## config.mk

```make
export PLATFORM = sky130hd
export DESIGN_NAME = fs_accel_pu_ctrl
export DESIGN_NICKNAME = d
export VERILOG_FILES = /design/src/rtl/fs_accel_pu_ctrl.sv
export SDC_FILE = /design/constraint.sdc
export NUM_CORES = 1
export LEC_CHECK = 0
export BUFFER_PORTS_ARGS = -buffer_cell sky130_fd_sc_hd__buf_4
export CORE_MARGIN = 4
export CORE_UTILIZATION = 45
export DETAILED_ROUTE_END_ITERATION = 7
export PLACE_DENSITY = 0.66
export SETUP_SLACK_MARGIN = 0.5
export SLEW_MARGIN = 20
export SYNTH_ARGS = -nofsm -noshare
export SYNTH_HDL_FRONTEND = slang
export SYNTH_SLANG_ARGS = --single-unit
export TNS_END_PERCENT = 30
```

## constraint.sdc

```tcl
create_clock -name clk -period 4.05 [get_ports clk]
set_input_delay 0.405 -clock clk [delete_from_list [all_inputs] [get_ports clk]]
set_output_delay 0.405 -clock clk [all_outputs]
set_load 0.02 [all_outputs]
```

## src/rtl/fs_accel_pu_ctrl.sv

```systemverilog
// Layer sequencer for the 3-PU accelerator array: weight/window fetch, PU firing,
// result handoff and snake-order window sliding for conv layers.
module fs_accel_pu_ctrl #(
  parameter int unsigned CNT_W = 8
) (
  input  logic             clk,
  input  logic             resetn,
  input  logic             start,
  input  logic             cfg_is_conv,
  input  logic [CNT_W-1:0] cfg_out_w,
  input  logic [CNT_W-1:0] cfg_out_h,
  output logic             fetch_req,
  output logic             fetch_kind,
  output logic [3:0]       fetch_idx,
  input  logic             fetch_ack,
  output logic [8:0]       wreg_enb,
  output logic [2:0]       ireg_enb,
  output logic             pu_enb,
  input  logic             pu_rdy,
  output logic [1:0]       conv_dir,
  output logic             is_conv_layer,
  output logic             out_vld,
  input  logic             out_rdy,
  output logic             busy,
  output logic             done
);

  localparam logic [1:0] DIR_NON   = 2'b00;
  localparam logic [1:0] DIR_LEFT  = 2'b01;
  localparam logic [1:0] DIR_RIGHT = 2'b10;
  localparam logic [1:0] DIR_DOWN  = 2'b11;

  typedef enum logic [2:0] {
    S_IDLE, S_WLOAD, S_ILOAD, S_FIRE, S_WAIT, S_OUT, S_SHIFT, S_DONE
  } state_t;

  state_t           state_q, state_d;
  logic [3:0]       idx_q, idx_d;
  logic [CNT_W-1:0] col_q, col_d, row_q, row_d;
  logic [CNT_W-1:0] wlast_q, wlast_d, hlast_q, hlast_d;
  logic             conv_q, conv_d;
  logic [1:0]       dir_q, dir_d;

  // State and layer context registers
  always_ff @(posedge clk or negedge resetn) begin
    if (!resetn) begin
      state_q <= S_IDLE;
      idx_q   <= '0;
      col_q   <= '0;
      row_q   <= '0;
      wlast_q <= '0;
      hlast_q <= '0;
      conv_q  <= 1'b0;
      dir_q   <= DIR_NON;
    end else begin
      state_q <= state_d;
      idx_q   <= idx_d;
      col_q   <= col_d;
      row_q   <= row_d;
      wlast_q <= wlast_d;
      hlast_q <= hlast_d;
      conv_q  <= conv_d;
      dir_q   <= dir_d;
    end
  end

  // Next state, counters and handshake outputs
  always_comb begin
    state_d    = state_q;
    idx_d      = idx_q;
    col_d      = col_q;
    row_d      = row_q;
    wlast_d    = wlast_q;
    hlast_d    = hlast_q;
    conv_d     = conv_q;
    dir_d      = dir_q;
    fetch_req  = 1'b0;
    fetch_kind = 1'b0;
    fetch_idx  = 4'd0;
    wreg_enb   = 9'd0;
    ireg_enb   = 3'd0;
    pu_enb     = 1'b0;
    conv_dir   = DIR_NON;
    out_vld    = 1'b0;
    done       = 1'b0;
    unique case (state_q)
      S_IDLE: begin
        if (start) begin
          state_d = S_WLOAD;
          conv_d  = cfg_is_conv;
          // A zero dimension behaves as one, so store last index directly
          wlast_d = (cfg_out_w == '0) ? '0 : cfg_out_w - CNT_W'(1);
          hlast_d = (cfg_out_h == '0) ? '0 : cfg_out_h - CNT_W'(1);
          col_d   = '0;
          row_d   = '0;
          idx_d   = 4'd0;
          dir_d   = DIR_NON;
        end
      end
      S_WLOAD: begin
        fetch_req = 1'b1;
        fetch_idx = idx_q;
        if (fetch_ack) begin
          wreg_enb = 9'd1 << idx_q;
          if (idx_q == 4'd8) begin
            idx_d   = 4'd0;
            state_d = S_ILOAD;
          end else begin
            idx_d = idx_q + 4'd1;
          end
        end
      end
      S_ILOAD: begin
        fetch_req  = 1'b1;
        fetch_kind = 1'b1;
        fetch_idx  = idx_q;
        if (fetch_ack) begin
          ireg_enb = 3'd1 << idx_q[1:0];
          if (idx_q == 4'd2) begin
            idx_d   = 4'd0;
            state_d = S_FIRE;
          end else begin
            idx_d = idx_q + 4'd1;
          end
        end
      end
      S_FIRE: begin
        pu_enb  = 1'b1;
        state_d = S_WAIT;
      end
      S_WAIT: begin
        if (pu_rdy) state_d = S_OUT;
      end
      S_OUT: begin
        out_vld = 1'b1;
        if (out_rdy) begin
          if (col_q == wlast_q && (!conv_q || row_q == hlast_q)) begin
            state_d = S_DONE;
          end else if (!conv_q) begin
            col_d   = col_q + CNT_W'(1);
            state_d = S_ILOAD;
          end else if (col_q != wlast_q) begin
            col_d   = col_q + CNT_W'(1);
            dir_d   = row_q[0] ? DIR_LEFT : DIR_RIGHT;
            state_d = S_SHIFT;
          end else begin
            row_d   = row_q + CNT_W'(1);
            col_d   = '0;
            dir_d   = DIR_DOWN;
            state_d = S_SHIFT;
          end
        end
      end
      S_SHIFT: begin
        fetch_req  = 1'b1;
        fetch_kind = 1'b1;
        conv_dir   = dir_q;
        if (fetch_ack) begin
          ireg_enb = 3'b111;
          state_d  = S_FIRE;
        end
      end
      S_DONE: begin
        done    = 1'b1;
        state_d = S_IDLE;
      end
      default: state_d = S_IDLE;
    endcase
  end

  assign busy          = (state_q != S_IDLE) && (state_q != S_DONE);
  assign is_conv_layer = conv_q;

endmodule
```

==> reports/results.tsv <==
metric	value	unit
Async SR Flop Fraction	100	%
Critical Setup Path Class	register to register	
diode count	0	
Post-Route Setup TNS	0	ns
Net Count, Synth	364	
chip width	86.2	um
starting density of the core	46.4	%
Main synth FF type	dfrtp_1	
Yosys top cell by area	dfrtp_1	
clock sinks	42	
worst min path class	primary input to asynchronous set/reset pin	
Vias/cell	5.39	
Post-Synthesis Cells	324	
Std-Cell Rows	28	
final hold vios	0	
DR iter-0 viols	87	
fin crit period	2.73	ns
drt wl/cell	13.8	um
library cells used by synthesis	46	
worst-path fanout max	15	
Adder-Cell Fraction of Synth Area	7.74	%
Finished Layout Cells	443	
Multi-input gate area	1590	um^2
Synth area leaders	dfrtp_1, xnor2_1, ha_1, nand2_1, o21ai_0	
Critical Path End Type	register	
Detailed Route WL	6.10	mm
status	finished, final reports clean	
yosys warns	0	
post-synthesis compound-gate area fraction	16.2	%
drt drc	0	
crit-path cells	inv_1 -> ha_1 -> nand3_1 -> or4_1 -> or4_1 -> o21ai_0	
mapped cell area	2750	um^2
Startpoint Class	register	
TritonCTS Buffers	5	
Post-DP HPWL	4.70	mm
gr ovfl total	0	
Leak	1.51	nW
register area	1050	um^2
Core Footprint	5920	um^2
share of layout cells above drive strength 1	15.8	%
Crit-path slowest cell	or4_1	
htree depth	2	
cell with the most instances after synthesis	dfrtp_1	
antenna viol nets, final	0	
max-cap violations	0	
#FFs+latches synth	42	
EDFF count, synth	0	
post-synthesis mux area share	1.23	%
PwrDens	553	nW/um^2
Die ar.	7420	um^2
Clock Pin Slew Worst Setup and Hold Paths	0.08	ns
# setup viols final	0	
maximum clock frequency	0.366	GHz
CTS Root Buffer Type	clkbuf_8	
slowest cell delay on critical path	0.83	ns
Die Y-Extent	86.2	um
share of the synthesized area in the top cell type	38.2	%
CP Buf/Inv Count	1	
most instantiated cells after synthesis	dfrtp_1, nand2_1, nor2_1, o21ai_0, xnor2_1	
Detailed Routing Iterations Pass 1	4	
postcts setup bufs	0	
Vias	2386	
# fillers	584	
Mean Syn Cell Area	8.48	um^2
WP data required	4.27	ns
largest family of logic cells by synthesized area	simple AND/OR/NAND/NOR gates	
Seq/Total Area, Yosys	38.2	%
Slew Limit Fails	0	
period utilization	67.4	%
placed insts	435	
# nets final	407	
xor/xnor share of the synthesized area	9.88	%
Worst Clk Skew	0.00235	ns
GP Congestion	0.804	
total power	1.79	mW
largest net degree at the start of global routing	43	
Port Buffers	47	
Peak VDD IR	0.276	mV
hold buffer count at CTS	0	
critical path arrival	2.95	ns
later-pin clock latency in the skew report	0.29	ns
initial antenna violation count	0	
Max Buffers Root-to-Sink	2	
Resized Gates After CTS	0	
vias in the first global route	2400	
first-pass GRT wire length	10.6	mm
family with the most delay on the worst path	simple AND/OR/NAND/NOR gates	
slew of the pin with the lowest slew margin	0.867	ns
Max-slew headroom	42.1	%
Synth Area in Simple Gates	22.8	%
total global-route track usage	17.5	%
CTS tree	done	
CP dominant cell by count	or4_1	
layout overhead on the synthesized area	18.0	%
num ports	48	
RSZ-0062 raised after global routing	no	
[cell families after synthesis]
group	count (synthesis)
adder cells (fa/ha/maj)	17
multiplexers	3
AND/OR/NAND/NOR	131
AO/OA/AOI/OAI	72
buffers and inverters	28
XOR/XNOR	31
flip-flops	42
[worst reg2reg max path, stage by stage (launching register included)]
cell and delay [ns]:
dfrtp_1 0.43, inv_1 0.10, ha_1 0.41, nand3_1 0.27, or4_1 0.83, or4_1 0.54
o21ai_0 0.08
[power by group]
part           switching (mW)  leakage [nW]  internal [mW]
Clock                   0.139        0.0482          0.138
Combinational           0.481         0.909          0.349
Sequential              0.139         0.548          0.545
Total                   0.759          1.51           1.03
[layout by cell type (no fill, tap or decap), types with 4 or more instances in the layout]
cell      Yosys  final
buf_4         0     47
dfrtp_1      42     42
nand2_1      41     41
nor2_1       30     30
o21ai_0      30     30
xnor2_1      26     26
inv_1        17     17
ha_1         17     17
a21oi_1      13     13
nor3_1       10     10
nand3_1      10     10
and3_1       10     10
nand4_1       6      6
clkbuf_8      0      6
and2_1        5      5
xor2_1        5      5
a21o_1        4      4
nand2b_1      4      4
[routing by layer]
| metal | up-vias | global-route usage [%] | share of wire [%] |
|---|---|---|---|
| li1 | 1219 | - | - |
| met1 | 1083 | 21.4 | 45 |
| met2 | 75 | 30.2 | 47 |
| met3 | 9 | 3.36 | 6.5 |
| met4 | 0 | 6.76 | 1.6 |
| met5 | - | 0 | 0 |
[state kept, by name (all words and copies together) (netlist names)]
| name | flops |
|---|---|
| wlast_q | 8 |
| dir_q | 2 |
| is_conv_layer | 1 |
| row_q | 8 |
| idx_q | 4 |
| col_q | 8 |
| state_q | 3 |
| hlast_q | 8 |
[worst paths after layout]
check,start,endpoint,slack [ns],depth (start not counted)
setup / recovery,state_q[1]$_DFFE_PN0P_,row_q[6]$_DFFE_PN0P_,1.32,6
hold / removal,resetn,hlast_q[2]$_DFFE_PN0P_,0.07,1
setup reg to reg,state_q[1]$_DFFE_PN0P_,row_q[6]$_DFFE_PN0P_,1.32,6
hold reg to reg,dir_q[1]$_DFFE_PN0P_,dir_q[1]$_DFFE_PN0P_,0.49,1
max in group asynchronous,resetn,dir_q[0]$_DFFE_PN0P_,3.59,1
min in group clk,cfg_is_conv,is_conv_layer$_DFFE_PN0P_,0.30,3
[per-stage QoR]
| stage | setup slack, ns | hold WS, ns | instance area [um^2] | util, % |
|---|---|---|---|---|
| finish | 1.32 | 0.0685 | 3240 | 54.8 |
| global route | 1.11 | 0.127 | 3240 | 54.8 |
| CTS | 1.33 | 0.0983 | 3240 | 54.8 |
| detailed placement | 1.33 | 0.422 | 3150 | 53.2 |
| global placement | 1.42 | 0.417 | 3150 | 53.2 |
| floorplan | 1.97 | 0.109 | 2750 | - |
[cell type report]
| type | count | area share [%] |
|---|---|---|
| clock buffers | 7 | 2.66 |
| clock inverters | 1 | 0.154 |
| inverters | 17 | 1.97 |
| multi-input cells | 254 | 49.0 |
| flip-flops and latches | 42 | 32.4 |
| well taps | 75 | 2.89 |
| repair buffers | 47 | 10.9 |
Power figures use the tool's default switching activity.
